`config.mk`:
```
export PLATFORM = sky130hd
export DESIGN_NAME = pc_gen_unit_flat
export DESIGN_NICKNAME = d
export VERILOG_FILES = /design/src/rtl/pc_gen_unit_pkg.sv /design/src/rtl/pc_gen_unit_if.sv /design/src/rtl/pc_gen_unit_target_calc.sv /design/src/rtl/pc_gen_unit.sv /design/src/flat_wrapper.sv
export SDC_FILE = /design/constraint.sdc
export NUM_CORES = 1
export LEC_CHECK = 0
export BUFFER_PORTS_ARGS = -buffer_cell sky130_fd_sc_hd__buf_2
export CORE_MARGIN = 2
export CORE_UTILIZATION = 52
export CTS_CLUSTER_SIZE = 40
export DETAILED_ROUTE_END_ITERATION = 12
export PLACE_DENSITY = 0.82
export SLEW_MARGIN = 20
export SYNTH_ARGS = -nofsm -noshare
export SYNTH_HDL_FRONTEND = slang
export SYNTH_SLANG_ARGS = --single-unit
```
`constraint.sdc`:
```
create_clock -name clk -period 4.8 [get_ports clk]
set_clock_uncertainty 0.2 [all_clocks]
set_input_delay 0.96 -clock clk [delete_from_list [all_inputs] [get_ports clk]]
set_output_delay 0.96 -clock clk [all_outputs]
set_load 0.005 [all_outputs]
```
`src/rtl/pc_gen_unit_pkg.sv`:
```
// Shared constants and types for the fetch-PC generator: default vectors,
// cause codes and the RUN/HANDLER state encoding.
package pc_pkg;

    localparam logic [31:0] RESET_VEC_DFLT = 32'h0000_0000;
    localparam logic [31:0] EXC_VEC_DFLT   = 32'h0000_4180;

    localparam logic [4:0] CAUSE_NONE = 5'd0;
    localparam logic [4:0] CAUSE_ADEL = 5'd4;

    typedef enum logic {
        ST_RUN     = 1'b0,
        ST_HANDLER = 1'b1
    } pc_state_t;

endpackage

```
`src/rtl/pc_gen_unit_if.sv`:
```
// ID-redirect / exception bus between the pipeline control and the fetch-PC generator.
interface pc_gen_unit_if #(
    parameter int XLEN    = 32,
    parameter int CAUSE_W = 5
);
    logic               stall;
    logic [XLEN-1:0]    id_pc;
    logic               br_taken;
    logic [15:0]        br_imm;
    logic               jump;
    logic [25:0]        j_index;
    logic               jr;
    logic [XLEN-1:0]    jr_target;
    logic               exc_req;
    logic [XLEN-1:0]    exc_pc;
    logic [CAUSE_W-1:0] exc_code;
    logic               eret;

    logic [XLEN-1:0]    pc;
    logic               flush_if;
    logic [XLEN-1:0]    epc;
    logic [CAUSE_W-1:0] cause;
    logic               in_handler;
    logic               dbl_fault;

    modport master (
        output stall, id_pc, br_taken, br_imm, jump, j_index, jr, jr_target,
               exc_req, exc_pc, exc_code, eret,
        input  pc, flush_if, epc, cause, in_handler, dbl_fault
    );

    modport slave (
        input  stall, id_pc, br_taken, br_imm, jump, j_index, jr, jr_target,
               exc_req, exc_pc, exc_code, eret,
        output pc, flush_if, epc, cause, in_handler, dbl_fault
    );
endinterface

```
`src/rtl/pc_gen_unit_target_calc.sv`:
```
// Combinational branch and jump target computation for the instruction in ID.
module pc_target_calc
    import pc_pkg::*;
#(
    parameter int XLEN = 32
) (
    input  logic [XLEN-1:0] id_pc,
    input  logic [15:0]     br_imm,
    input  logic [25:0]     j_index,
    output logic [XLEN-1:0] br_tgt,
    output logic [XLEN-1:0] j_tgt
);

    // Word offset sign-extended and scaled to bytes; the add wraps mod 2^XLEN.
    logic signed [XLEN-1:0] br_off;

    assign br_off = {{(XLEN-18){br_imm[15]}}, br_imm, 2'b00};
    assign br_tgt = id_pc + XLEN'(4) + $unsigned(br_off);
    assign j_tgt  = {id_pc[XLEN-1:28], j_index, 2'b00};

endmodule

```
`src/rtl/pc_gen_unit.sv`:
```
// Registered fetch-PC generator with ID redirects, precise exception entry,
// EPC/CAUSE capture and a RUN/HANDLER state machine for ERET.
module pc_gen_unit
    import pc_pkg::*;
#(
    parameter int              XLEN      = 32,
    parameter logic [XLEN-1:0] RESET_VEC = XLEN'(RESET_VEC_DFLT),
    parameter logic [XLEN-1:0] EXC_VEC   = XLEN'(EXC_VEC_DFLT),
    parameter int              CAUSE_W   = 5
) (
    input logic          clk,
    input logic          rst,
    pc_gen_unit_if.slave bus
);

    pc_state_t          state_q, state_nxt;
    logic [XLEN-1:0]    pc_q, pc_nxt;
    logic [XLEN-1:0]    epc_q, epc_nxt;
    logic [CAUSE_W-1:0] cause_q, cause_nxt;
    logic               flush_q, flush_nxt;
    logic               dbl_q, dbl_nxt;
    logic [XLEN-1:0]    br_tgt, j_tgt;
    logic               jr_adel, take_exc;

    pc_target_calc #(.XLEN(XLEN)) u_target (
        .id_pc   (bus.id_pc),
        .br_imm  (bus.br_imm),
        .j_index (bus.j_index),
        .br_tgt  (br_tgt),
        .j_tgt   (j_tgt)
    );

    // A misaligned JR is only an error if it would actually redirect.
    assign jr_adel  = bus.jr && !bus.stall && (bus.jr_target[1:0] != 2'b00);
    assign take_exc = bus.exc_req || jr_adel;

    always_comb begin
        pc_nxt    = pc_q + XLEN'(4);
        epc_nxt   = epc_q;
        cause_nxt = cause_q;
        state_nxt = state_q;
        flush_nxt = 1'b0;
        dbl_nxt   = dbl_q;
        if (take_exc) begin
            pc_nxt    = EXC_VEC;
            flush_nxt = 1'b1;
            if (state_q == ST_RUN) begin
                epc_nxt   = bus.exc_req ? bus.exc_pc   : bus.id_pc;
                cause_nxt = bus.exc_req ? bus.exc_code : CAUSE_W'(CAUSE_ADEL);
                state_nxt = ST_HANDLER;
            end else begin
                dbl_nxt = 1'b1;
            end
        end else if (bus.stall) begin
            pc_nxt = pc_q;
        end else if (bus.eret) begin
            // ERET outside a handler falls through to sequential fetch.
            if (state_q == ST_HANDLER) begin
                pc_nxt    = epc_q;
                state_nxt = ST_RUN;
                flush_nxt = 1'b1;
            end
        end else if (bus.jr) begin
            pc_nxt    = bus.jr_target;
            flush_nxt = 1'b1;
        end else if (bus.jump) begin
            pc_nxt    = j_tgt;
            flush_nxt = 1'b1;
        end else if (bus.br_taken) begin
            pc_nxt    = br_tgt;
            flush_nxt = 1'b1;
        end
    end

    always_ff @(posedge clk) begin
        if (rst) begin
            state_q <= ST_RUN;
            pc_q    <= RESET_VEC;
            epc_q   <= '0;
            cause_q <= CAUSE_W'(CAUSE_NONE);
            flush_q <= 1'b0;
            dbl_q   <= 1'b0;
        end else begin
            state_q <= state_nxt;
            pc_q    <= pc_nxt;
            epc_q   <= epc_nxt;
            cause_q <= cause_nxt;
            flush_q <= flush_nxt;
            dbl_q   <= dbl_nxt;
        end
    end

    assign bus.pc         = pc_q;
    assign bus.flush_if   = flush_q;
    assign bus.epc        = epc_q;
    assign bus.cause      = cause_q;
    assign bus.in_handler = (state_q == ST_HANDLER);
    assign bus.dbl_fault  = dbl_q;

endmodule
```
`src/flat_wrapper.sv`:
```
// flat-port wrapper written by rule: the top's interface ports become plain ports
module pc_gen_unit_flat import pc_pkg::*;
#(
    parameter int              XLEN      = 32,
    parameter logic [XLEN-1:0] RESET_VEC = XLEN'(RESET_VEC_DFLT),
    parameter logic [XLEN-1:0] EXC_VEC   = XLEN'(EXC_VEC_DFLT),
    parameter int              CAUSE_W   = 5
)
  (clk, rst, bus_stall, bus_id_pc, bus_br_taken, bus_br_imm, bus_jump, bus_j_index, bus_jr, bus_jr_target, bus_exc_req, bus_exc_pc, bus_exc_code, bus_eret, bus_pc, bus_flush_if, bus_epc, bus_cause, bus_in_handler, bus_dbl_fault);
  pc_gen_unit_if #(.XLEN(XLEN), .CAUSE_W(CAUSE_W)) bus_i ();
  input logic clk;
  input logic rst;
  input wire logic [$bits(bus_i.stall)-1:0] bus_stall;
  input wire logic [$bits(bus_i.id_pc)-1:0] bus_id_pc;
  input wire logic [$bits(bus_i.br_taken)-1:0] bus_br_taken;
  input wire logic [$bits(bus_i.br_imm)-1:0] bus_br_imm;
  input wire logic [$bits(bus_i.jump)-1:0] bus_jump;
  input wire logic [$bits(bus_i.j_index)-1:0] bus_j_index;
  input wire logic [$bits(bus_i.jr)-1:0] bus_jr;
  input wire logic [$bits(bus_i.jr_target)-1:0] bus_jr_target;
  input wire logic [$bits(bus_i.exc_req)-1:0] bus_exc_req;
  input wire logic [$bits(bus_i.exc_pc)-1:0] bus_exc_pc;
  input wire logic [$bits(bus_i.exc_code)-1:0] bus_exc_code;
  input wire logic [$bits(bus_i.eret)-1:0] bus_eret;
  output wire logic [$bits(bus_i.pc)-1:0] bus_pc;
  output wire logic [$bits(bus_i.flush_if)-1:0] bus_flush_if;
  output wire logic [$bits(bus_i.epc)-1:0] bus_epc;
  output wire logic [$bits(bus_i.cause)-1:0] bus_cause;
  output wire logic [$bits(bus_i.in_handler)-1:0] bus_in_handler;
  output wire logic [$bits(bus_i.dbl_fault)-1:0] bus_dbl_fault;
  assign bus_i.stall = bus_stall;
  assign bus_i.id_pc = bus_id_pc;
  assign bus_i.br_taken = bus_br_taken;
  assign bus_i.br_imm = bus_br_imm;
  assign bus_i.jump = bus_jump;
  assign bus_i.j_index = bus_j_index;
  assign bus_i.jr = bus_jr;
  assign bus_i.jr_target = bus_jr_target;
  assign bus_i.exc_req = bus_exc_req;
  assign bus_i.exc_pc = bus_exc_pc;
  assign bus_i.exc_code = bus_exc_code;
  assign bus_i.eret = bus_eret;
  assign bus_pc = bus_i.pc;
  assign bus_flush_if = bus_i.flush_if;
  assign bus_epc = bus_i.epc;
  assign bus_cause = bus_i.cause;
  assign bus_in_handler = bus_i.in_handler;
  assign bus_dbl_fault = bus_i.dbl_fault;
  pc_gen_unit #(.XLEN(XLEN), .RESET_VEC(RESET_VEC), .EXC_VEC(EXC_VEC), .CAUSE_W(CAUSE_W)) u_core (.clk(clk), .rst(rst), .bus(bus_i));
endmodule
```
======== Word-level counts from Yosys, hierarchy flattened ========
Index checks and enable logic that the tools add are counted.
storage, ports and cells
  memory bits (read-only) ................. 0
  RAM bits ................................ 0
  bits in registers ....................... 72
  output and inout port bits .............. 72
  latch bits .............................. 0
  logic and storage cells ................. 41
  memories kept ........................... 0
operators by class
  reduce and logical (&&, ||, !) cells .... 10
  bitwise operators ....................... 1
  $add $sub $neg .......................... 3
  eq/ne operators ......................... 1
  div/mod/pow operators ................... 0
  multiplexer cells ....................... 19
  $mul .................................... 0
  magnitude comparators ................... 0
  shifts and indexed selects .............. 0
operator list
  cell                                                                      number
  32-bit 2-to-1 mux                                                         6
  32-bit by 3-bit adder with 32-bit output (second input constant)          2
  32-bit adder                                                              1
  15-bit 2-to-1 mux                                                         2
  1-bit 2-to-1 mux                                                          10
  2-bit AND reduction                                                       3
  5-bit 2-to-1 mux                                                          1
  2-bit nonzero test                                                        2
  1-bit logical AND                                                         2
  2-bit by 1-bit inequality test with 1-bit output (second input constant)  1
  2-bit OR reduction                                                        1
  1-bit logical NOT                                                         1
  1-bit logical OR                                                          1
  1-bit NOT                                                                 1

======== Logic depth before layout (Yosys ltp) ========
Gate-level depths: netlist of run 1.
  word-level depth ........................ 8
  depth in mapped cells ................... 13
  mapped depth without buffers ............ 13

======== Modules after synthesis ========
A second synthesis of run 1 with hierarchy kept.
second synthesis, totals
  cell total of the unflattened synthesis .. 852
  area, all modules ....................... 6,670.1 µm²
modules (own cells, without submodules)
  module          area each (µm²)  times used  cells each  seq. area each (µm²)
  pc_gen_unit     4,544.4          1           581         1,441.4
  pc_target_calc  2,125.8          1           271         0.0

======== Worst setup path after synthesis of run 1 ========
OpenSTA, ideal clock, no wires.
  path kind ............................... input to register
  from .................................... in bus_br_imm[1]
  to ...................................... reg u_core.pc_q[25] (netlist: u_core.bus.pc[25])
  path buffers ............................ 0
  arrival ................................. 3,645 ps
  path slack .............................. 833 ps
  stages on the path ...................... 11
  setup time .............................. 122 ps
  data required time ...................... 4,478 ps
  path through ............................ ha_1 > ha_1 > fa_1 > a21o_1 > a221o_1 > a32o_1 > o21a_1 > o211a_1 > or3_1 > a311oi_1 > o21ai_1
between the ends
  word-level cells in the longest chain between the ends .. 5
RTL lines
  what                  line                           RTL
  start, declared       flat_wrapper.sv:16             input wire logic [$bits(bus_i.br_imm)-1:0] bus_br_imm;
  32-bit adder          pc_gen_unit_target_calc.sv:18  assign br_tgt = id_pc + XLEN'(4) + $unsigned(br_off);
  32-bit 2-to-1 mux     pc_gen_unit.sv:69              end else if (bus.br_taken) begin
  32-bit 2-to-1 mux     pc_gen_unit.sv:66              end else if (bus.jump) begin
  32-bit 2-to-1 mux     pc_gen_unit.sv:63              end else if (bus.jr) begin
  32-bit 2-to-1 mux     pc_gen_unit.sv:56              end else if (bus.eret) begin
  end signal, assigned  pc_gen_unit.sv:85              pc_q <= pc_nxt;
  end, declared         pc_gen_unit.sv:17              logic [XLEN-1:0] pc_q, pc_nxt;
No other way between the ends.
A chain may end at the register's enable or synchronous reset.

======== Worst setup path in the final report of run 1 ========
Ends and elaborated chain as after synthesis.

==> results.json, run 1 <==
{
  "total_power_mw": 2.07,
  "drv_cap": 0,
  "synth_edf_count": 0,
  "ys_async_sr_fraction_pct": 0,
  "critical_path.endpoint_type": "register",
  "drc": 0,
  "yosysTopAreaCell": "dfxtp_1",
  "p_sw_share_pct": 36.0,
  "syn_avg_cell_area_um2": 7.62,
  "start_util_pct": 53.5,
  "cts_setup_buffers": 0,
  "viasPerCell": 6.31,
  "p_clk_share_pct": 32.2,
  "combPwrFrac_pct": 34.7,
  "synthTopCellsByCount": "114 x nor2_1, 72 x dfxtp_1, 61 x nand2_1, 59 x a21oi_1, 58 x ha_1",
  "gp_congestion": 0.962,
  "grt-ovfl-total": 0,
  "multi_input_comb_area_mm2": 0.00505,
  "syn_to_final_growth_pct": 21.9,
  "cp.arrival_ns": 3.98,
  "wire_per_inst_um": 19.6,
  "ant_nets": 0,
  "vdd_drop_max_uv": 154,
  "power.internal_mw": 1.32,
  "synth_area_leaders": "dfxtp_1 21%, ha_1 11%, mux2i_1 6.6%",
  "root_buffer": "clkbuf_16",
  "cts_resized": 0,
  "cts_buffer_depth": 2,
  "drt-initial-drc-count": 912,
  "dr.pass1.iters": 6,
  "cts_tree": "built",
  "ys_types": 67,
  "synth.top_cell.area_share_pct": 21.2,
  "p_seq_share_pct": 33.1,
  "htree_num_levels": 3,
  "path_clk_slew_ns": 0.06,
  "antenna_cells": 0,
  "synthFlopType": "dfxtp_1",
  "drv_slew": 0,
  "worstMarginPinSlew_ns": 1.02,
  "max_freq_mhz": 253,
  "dp_cells": 1243,
  "hold_path.class": "register to register",
  "dpl_cell_area_mm2": 0.00802,
  "setup.worst_path.class": "input pin to register",
  "die_w_um": 118,
  "power.density_mw_per_mm2": 249,
  "stdcell_count": 1259,
  "grt_usage_pct": 34.2,
  "ys_ff_latch": 72,
  "vias": 7945,
  "rsz0062_at_grt": "no",
  "ios": 223,
  "dieHeight_um": 118,
  "cts-hold-fix-buffers": 0,
  "grt_max_degree": 57,
  "yosysWarnings": 0,
  "p_leak_nw": 3.83,
  "run_status": "finished clean",
  "drive_gt1_share_pct": 24.9,
  "design_area_mm2": 0.00830,
  "post-route-period-util_pct": 82.2,
  "synth_nets": 1104,
  "nNetsFinal": 1292,
  "synth_most_common_cell": "nor2_1",
  "crit_fanout": 4,
  "max_slew_margin_pct": 31.8,
  "io_buffers": 222,
  "regArea_mm2": 0.00144,
  "antenna_found_initial": 0,
  "p_sw_mw": 0.746,
  "synth_seq_area_share_pct": 21.2,
  "placeableCoreArea_mm2": 0.0127,
  "cp.required_ns": 4.83,
  "die-area_mm2": 0.0140,
  "clk_latency_ns": 0.35,
  "fin_tns_setup_ns": 0,
  "grt_pass1_vias": 7319,
  "routed_wl_um": 24700,
  "grt_pass1_wl_um": 38700,
  "place.detailed.hpwl_um": 18200,
  "rows": 41,
  "syn-instance-count": 894,
  "numCtsBuffers": 9,
  "whs_ns": 0.266,
  "finalSetupViolations": 0,
  "netlist_area_mm2": 0.00681,
  "clock-sinks": 72,
  "fin_crit_ns": 3.95,
  "setup.worst_path.start_class": "input pin",
  "fill_cells": 1190,
  "hold_violations": 0
}
-- cell usage in the layout, fill, tap and decap left out, types with 5 or more instances in the layout --
master | Yosys | layout
nor2_1 | 114 | 114
or2_2 | 6 | 6
and3_1 | 13 | 13
o211ai_1 | 15 | 15
o22ai_1 | 7 | 7
buf_2 | 8 | 222
o221ai_1 | 5 | 5
and4_1 | 6 | 6
and2_1 | 7 | 6
a21oi_1 | 59 | 59
inv_1 | 21 | 21
nor3_1 | 20 | 20
o21ai_0 | 38 | 38
o31ai_1 | 8 | 8
dfxtp_1 | 72 | 72
a31oi_1 | 10 | 10
mux2_2 | 7 | 7
a211oi_1 | 54 | 54
nand3_1 | 31 | 31
nand4_1 | 7 | 7
clkbuf_16 | 0 | 9
ha_1 | 58 | 58
a21o_1 | 14 | 14
buf_4 | 0 | 11
a22oi_1 | 7 | 7
a32oi_1 | 5 | 5
nand2b_1 | 8 | 8
mux2i_1 | 45 | 45
xnor2_1 | 31 | 31
xor2_1 | 16 | 16
a221oi_1 | 11 | 11
nand2_1 | 61 | 61
nor2b_1 | 5 | 5
o21a_1 | 9 | 9
nor4_1 | 5 | 5
-- area by class of cell --
class / instances / share of cell area, %
repair buffers: 234 / 14.6
multi-input cells: 741 / 60.9
clock buffers: 12 / 3.09
clock inverters: 4 / 0.347
well taps: 172 / 2.59
inverters: 24 / 1.09
flip-flops and latches: 72 / 17.4
-- worst max-delay path: stages --
cell and delay [ns]:
buf_2 0.10, ha_1 0.28, ha_1 0.24, fa_1 0.40, a21o_1 0.19, a221o_1 0.38, a32o_1 0.31, o21a_1 0.22
o211a_1 0.22, or3_1 0.30, a311oi_1 0.27, o21ai_1 0.09
-- final timing paths --
kind	from	to	slack [ns]	cells past startpoint
min	u_core.bus.dbl_fault	u_core.bus.dbl_fault	0.27	2
min reg2reg	u_core.bus.dbl_fault	u_core.bus.dbl_fault	0.27	2
max	bus_br_imm[1]	u_core.bus.pc[25]	0.85	12
max reg2reg	u_core.bus.pc[2]	u_core.bus.pc[30]	1.48	9
-- through the flow --
step | util (%) | setup slack, ns
after global placement | 63.0 | 0.554
final | 65.2 | 0.854
after global routing | 65.2 | 0.652
after CTS | 65.2 | 0.850
after detailed placement | 63.0 | 0.501
after floorplan | - | 0.833
-- registers in the layout (all words and copies together), names as in the netlist, named ones only --
register               flops
u_core.bus.in_handler      1
u_core.bus.epc            32
u_core.bus.cause           5
u_core.bus.flush_if        1
u_core.bus.dbl_fault       1
u_core.bus.pc             30
-- power groups by stage --
stage	Sequential, mW	Clock, mW	Combinational, mW
3_5_place_dp	0.697	0	0.700
5_1_grt	0.689	0.686	0.789
4_1_cts	0.684	0.663	0.705
2_1_floorplan	0.688	0	0.455
6_report	0.685	0.666	0.719
3_3_place_gp	0.696	0	0.691
-- per-layer routing --
metal	wire length (um)	vias up	track usage (%)
li1	-	3732	-
met1	10200	3645	45.0
met2	11100	489	54.8
met3	2490	79	5.94
met4	912	0	15.0
met5	0	-	0
-- logic make-up after synthesis --
kind of cell               synth area share (%)
AOI/OAI and AO/OA                          28.6
xor gates and xnor gates                   6.05
adders and majority gates                  11.0
buffers and inverters                      4.61
DFF                                        21.2
muxes                                      7.77
and+or+nand+nor                            20.8
Power figures use the tool's default switching activity.
==> inputs of run 2 (changes only) <==
clock period = 4.05 ns   (was 4.8 ns; I/O delays follow)
==> run 2 against run 1 <==
Compared with the run above:
- power is 18% higher
- non-clock buffer count is 16 higher
- sequential cell count stayed put
- critical endpoint unchanged
- worst hold slack better by 0.024 ns
- critical path type unchanged
==> results.json, run 2 (synthesis gave the netlist of run 1 again) <==
{
  "run_status": "finished clean",
  "viasPerCell": 6.22,
  "io_buffers": 222,
  "cts-hold-fix-buffers": 0,
  "post-route-period-util_pct": 92.5,
  "finalSetupViolations": 0,
  "routed_wl_um": 24400,
  "gp_congestion": 0.965,
  "multi_input_comb_area_mm2": 0.00506,
  "grt_max_degree": 57,
  "r2r_slack_ns": 0.84,
  "drt-initial-drc-count": 906,
  "fin_crit_ns": 3.75,
  "clock-sinks": 72,
  "htree_num_levels": 3,
  "cp.arrival_ns": 3.78,
  "fill_cells": 1196,
  "numCtsBuffers": 9,
  "reg2reg_to": "u_core.bus.pc[30]",
  "p_leak_nw": 3.90,
  "hold_end": "u_core.bus.dbl_fault",
  "r2r-start": "u_core.bus.pc[2]",
  "drv_cap": 0,
  "root_buffer": "clkbuf_16",
  "grt_pass1_wl_um": 37500,
  "power.density_mw_per_mm2": 292,
  "max_slew_margin_pct": 32.2,
  "cp.required_ns": 4.08,
  "layout_common_cells": "222 x buf_2, 114 x nor2_1, 72 x dfxtp_1",
  "setup.worst_path.start_class": "input pin",
  "dr.pass1.iters": 6,
  "grt_pass1_vias": 7115,
  "crit_fanout": 3,
  "drv_slew": 0,
  "clk_latency_ns": 0.35,
  "grt-ovfl-total": 0,
  "ios": 223,
  "cts_buffer_depth": 2,
  "drive_gt1_share_pct": 26.0,
  "r2r_cells": 9,
  "worstMarginPinSlew_ns": 1.02,
  "rows": 41,
  "vias": 7934,
  "antenna_cells": 0,
  "die_w_um": 118,
  "dieHeight_um": 118,
  "cts_tree": "built",
  "placeableCoreArea_mm2": 0.0127,
  "die-area_mm2": 0.0140,
  "path_clk_slew_ns": 0.06,
  "setup.worst_path.class": "input pin to register",
  "whs_path_depth": 2,
  "syn_to_final_growth_pct": 23.4,
  "max_freq_mhz": 267,
  "hold_path.class": "register to register",
  "nNetsFinal": 1308,
  "rsz0062_at_grt": "no",
  "fin_tns_setup_ns": 0,
  "largest_reg_flops": 32,
  "cts_resized": 0,
  "grt_usage_pct": 33.4,
  "critical_path.endpoint_type": "register",
  "hold_violations": 0,
  "place.detailed.hpwl_um": 18100,
  "drc": 0,
  "antenna_found_initial": 0,
  "cts_setup_buffers": 0,
  "ant_nets": 0,
  "hp-start": "u_core.bus.dbl_fault",
  "vdd_drop_max_uv": 175,
  "whs_ns": 0.289,
  "final_common_cell": "buf_2",
  "start_util_pct": 53.5,
  "regArea_mm2": 0.00144,
  "wire_per_inst_um": 19.1
}
==> run 2: cell types whose count changed in the layout (fill, tap and decap cells not counted) <==
cell and delta:
a2111oi_0 -1, clkinvlp_4 +1, buf_4 +17, clkinv_4 -1, a2111oi_1 +1, clkbuf_8 -1
clkinv_2 +1, buf_12 -1
==> run 2: routing by layer <==
metal	routed length, um	vias up	part of all wire [%]	GRT usage (%)
met5	0	-	0	0
met4	901	0	3.7	13.3
met3	2700	74	11	5.89
met2	10900	490	45	53.1
met1	9800	3599	40	44.7
li1	-	3771	-	-
==> run 2: power by group <==
part / switching, mW / internal [mW] / total (mW)
Sequential: 0.0534 / 0.758 / 0.811
Clock: 0.336 / 0.430 / 0.765
Combinational: 0.493 / 0.380 / 0.873
Total: 0.882 / 1.57 / 2.45
==> run 2: metrics by stage <==
| step | setup WS, ns | cells | instance area, um2 | utilization [%] | power, mW |
|---|---|---|---|---|---|
| after detailed placement | -0.0238 | 1259 | 8120 | 63.8 | 1.68 |
| after global placement | 0.0293 | 1259 | 8120 | 63.8 | 1.67 |
| after CTS | 0.319 | 1275 | 8400 | 66.0 | 2.44 |
| final | 0.303 | 1275 | 8400 | 66.0 | 2.45 |
| after global routing | 0.213 | 1275 | 8400 | 66.0 | 2.57 |
| after floorplan | 0.233 | 894 | 6810 | - | 1.36 |
==> run 2: worst max-delay path: stages <==
cell and delay (ns):
buf_2 0.10, ha_1 0.29, ha_1 0.23, fa_1 0.40
a21o_1 0.19, a221o_1 0.35, a32o_1 0.30, o21a_1 0.23
o211a_1 0.23, or3_1 0.30, a311oi_1 0.27, o21ai_1 0.08
==> run 2: area by class of cell <==
type / count / share of cell area (%)
Timing Repair Buffer: 250 / 15.7
Clock buffer: 11 / 2.89
Sequential cell: 72 / 17.2
Inverter: 24 / 1.07
Multi-Input combinational cell: 741 / 60.2
Clock inverter: 5 / 0.387
Tap cell: 172 / 2.56
==> run 2: worst max-delay path by stage <==
stage	startpoint	endpoint	slack (ns)	depth (start not counted)
floorplan	bus_br_imm[1]	u_core.bus.pc[25]	0.23	11
global placement	bus_br_imm[1]	u_core.bus.pc[25]	0.03	12
detailed placement	bus_br_imm[1]	u_core.bus.pc[25]	-0.02	12
CTS	bus_br_imm[1]	u_core.bus.pc[25]	0.32	12
global route	bus_br_imm[1]	u_core.bus.pc[25]	0.21	12
finish	bus_br_imm[1]	u_core.bus.pc[25]	0.30	12
==> inputs of run 3 (changes only) <==
CORE_MARGIN = 5   (was 2)
clock period = 3.65 ns   (was 4.05 ns; I/O delays follow)
==> run 3 against run 2 <==
Compared with the run above:
- sequential power is 11% higher
- via count increased by 2.4%
- register-to-register slack worse by 0.17 ns
- die area up 10%
- setup slack got worse by 0.21 ns
- highest routed layer is now met5
- count of clock-buffer cells in the layout down 1
- largest power group unchanged
- wire length grew 8.7%
- sequential cell count unchanged
- combinational power is 19% higher
==> results.json, run 3 (synthesis gave the netlist of run 1 again) <==
{
  "design_area_mm2": 0.00871,
  "critical_path.endpoint_type": "register",
  "drv_cap": 0,
  "path_clk_slew_ns": 0.06,
  "worstMarginPinSlew_ns": 0.903,
  "timing.critical_path.cells": "buf_2 -> ha_1 -> ha_2 -> fa_2 -> a21o_1 -> a221o_1 -> a32o_2 -> o21a_1 -> o211a_1 -> or3_1 -> a311oi_2 -> o21ai_1",
  "setup.worst_path.start_class": "input pin",
  "cts_tree": "built",
  "crit_fanout": 3,
  "p_sw_mw": 1.01,
  "hold_path.class": "register to register",
  "combPwrFrac_pct": 35.5,
  "power.internal_mw": 1.92,
  "placeableCoreArea_mm2": 0.0127,
  "rows": 41,
  "ios": 223,
  "vdd_drop_max_uv": 282,
  "p_seq_share_pct": 30.7,
  "dr.pass1.iters": 6,
  "die-area_mm2": 0.0155,
  "slowest_delay_ns": 0.38,
  "place.detailed.hpwl_um": 19800,
  "whs_ns": 0.269,
  "numCtsBuffers": 9,
  "grt_pass1_wl_um": 41200,
  "p_leak_nw": 4.09,
  "io_buffers": 222,
  "rsz0062_at_grt": "no",
  "htree_num_levels": 3,
  "die_w_um": 124,
  "antenna_found_initial": 1,
  "p_clk_share_pct": 33.9,
  "gp_congestion": 0.950,
  "cp.required_ns": 3.68,
  "nNetsFinal": 1340,
  "grt_usage_pct": 32.7,
  "fin_tns_setup_ns": 0,
  "path_delay_family": "compound AO/OA/AOI/OAI gates",
  "p_sw_share_pct": 34.6,
  "clk_latency_ns": 0.35,
  "post-route-period-util_pct": 97.4,
  "vias": 8125,
  "pre_cts_slack_ns": -0.257,
  "grt_pass1_vias": 7813,
  "cp.arrival_ns": 3.59,
  "layout_common_cells": "222 x buf_2, 114 x nor2_1, 72 x dfxtp_1",
  "drt-initial-drc-count": 917,
  "run_status": "finished clean",
  "fin_crit_ns": 3.55,
  "setup.worst_path.class": "input pin to register",
  "drive_gt1_share_pct": 28.5,
  "max_slew_margin_pct": 38.2,
  "dpl_cell_area_mm2": 0.00838,
  "drv_slew": 0,
  "viasPerCell": 6.22,
  "ant_nets": 0,
  "grt-ovfl-total": 0,
  "critPathBufInv": 1,
  "clock-sinks": 72,
  "drc": 0,
  "syn_to_final_growth_pct": 27.9,
  "fin_ws_ns": 0.0952,
  "start_util_pct": 53.5,
  "routed_wl_um": 26500,
  "largest_reg_flops": 32,
  "antenna_cells": 0,
  "dieHeight_um": 124,
  "grt_max_degree": 45,
  "root_buffer": "clkbuf_16",
  "wire_per_inst_um": 20.3,
  "critPathSlowestCell": "a221o_1",
  "hold_violations": 0,
  "final_common_cell": "buf_2",
  "cts_setup_buffers": 0,
  "finalSetupViolations": 0,
  "max_freq_mhz": 281,
  "cts_buffer_depth": 2,
  "power.density_mw_per_mm2": 337
}
==> run 3: repair_timing <==
action,4_1_cts,5_1_grt
resized for setup,0,1
setup endpoints to repair,0,1
hold buffers,0,0
==> run 3: power by group through the flow <==
stage,clock network [mW],logic (mW),registers (mW)
after global placement,0,0.999,0.914
final,0.994,1.04,0.900
after detailed placement,0,1.01,0.915
after global routing,1.04,1.13,0.905
after floorplan,0,0.600,0.905
after CTS,0.999,1.02,0.898
==> run 3: final timing paths <==
| kind | from | end | slack [ns] | cells past startpoint |
|---|---|---|---|---|
| worst max-delay path | bus_br_imm[1] | u_core.bus.pc[25] | 0.1 | 12 |
| worst max register to register | u_core.bus.pc[2] | u_core.bus.pc[30] | 0.67 | 10 |
| worst min-delay path | u_core.bus.dbl_fault | u_core.bus.dbl_fault | 0.27 | 2 |
| worst min register to register | u_core.bus.dbl_fault | u_core.bus.dbl_fault | 0.27 | 2 |
==> run 3: stage by stage <==
step | util [%] | cells | power, mW
2_1_floorplan | - | 894 | 1.50
5_1_grt | 68.5 | 1306 | 3.07
3_3_place_gp | 65.9 | 1291 | 1.91
3_5_place_dp | 65.9 | 1291 | 1.93
4_1_cts | 68.4 | 1306 | 2.92
6_report | 68.5 | 1306 | 2.93
==> run 3: worst min-delay path, stage by stage, from the launching register on <==
cell and delay [ns]:
dfxtp_1 0.32, a21oi_1 0.04, nor2_1 0.07
==> run 3: area by class of cell <==
| cell class | count | area [um2] |
|---|---|---|
| multi-input combinational | 741 | 5070 |
| sequential | 72 | 1440 |
| fill | 1102 | 4010 |
| inverter | 24 | 90.1 |
| clock buffer | 10 | 239 |
| clock inverter | 5 | 81.3 |
| tap | 172 | 215 |
| timing repair buffer | 282 | 1570 |
==> run 3: routing by layer <==
| layer | share of wire, % | GRT usage, % | wire length [um] | vias to the layer above |
|---|---|---|---|---|
| met5 | 0.045 | 0 | 12 | - |
| met4 | 3.8 | 11.1 | 1020 | 2 |
| met3 | 11 | 8.83 | 2900 | 99 |
| li1 | - | - | - | 3834 |
| met1 | 39 | 41.4 | 10400 | 3668 |
| met2 | 46 | 53.6 | 12200 | 522 |
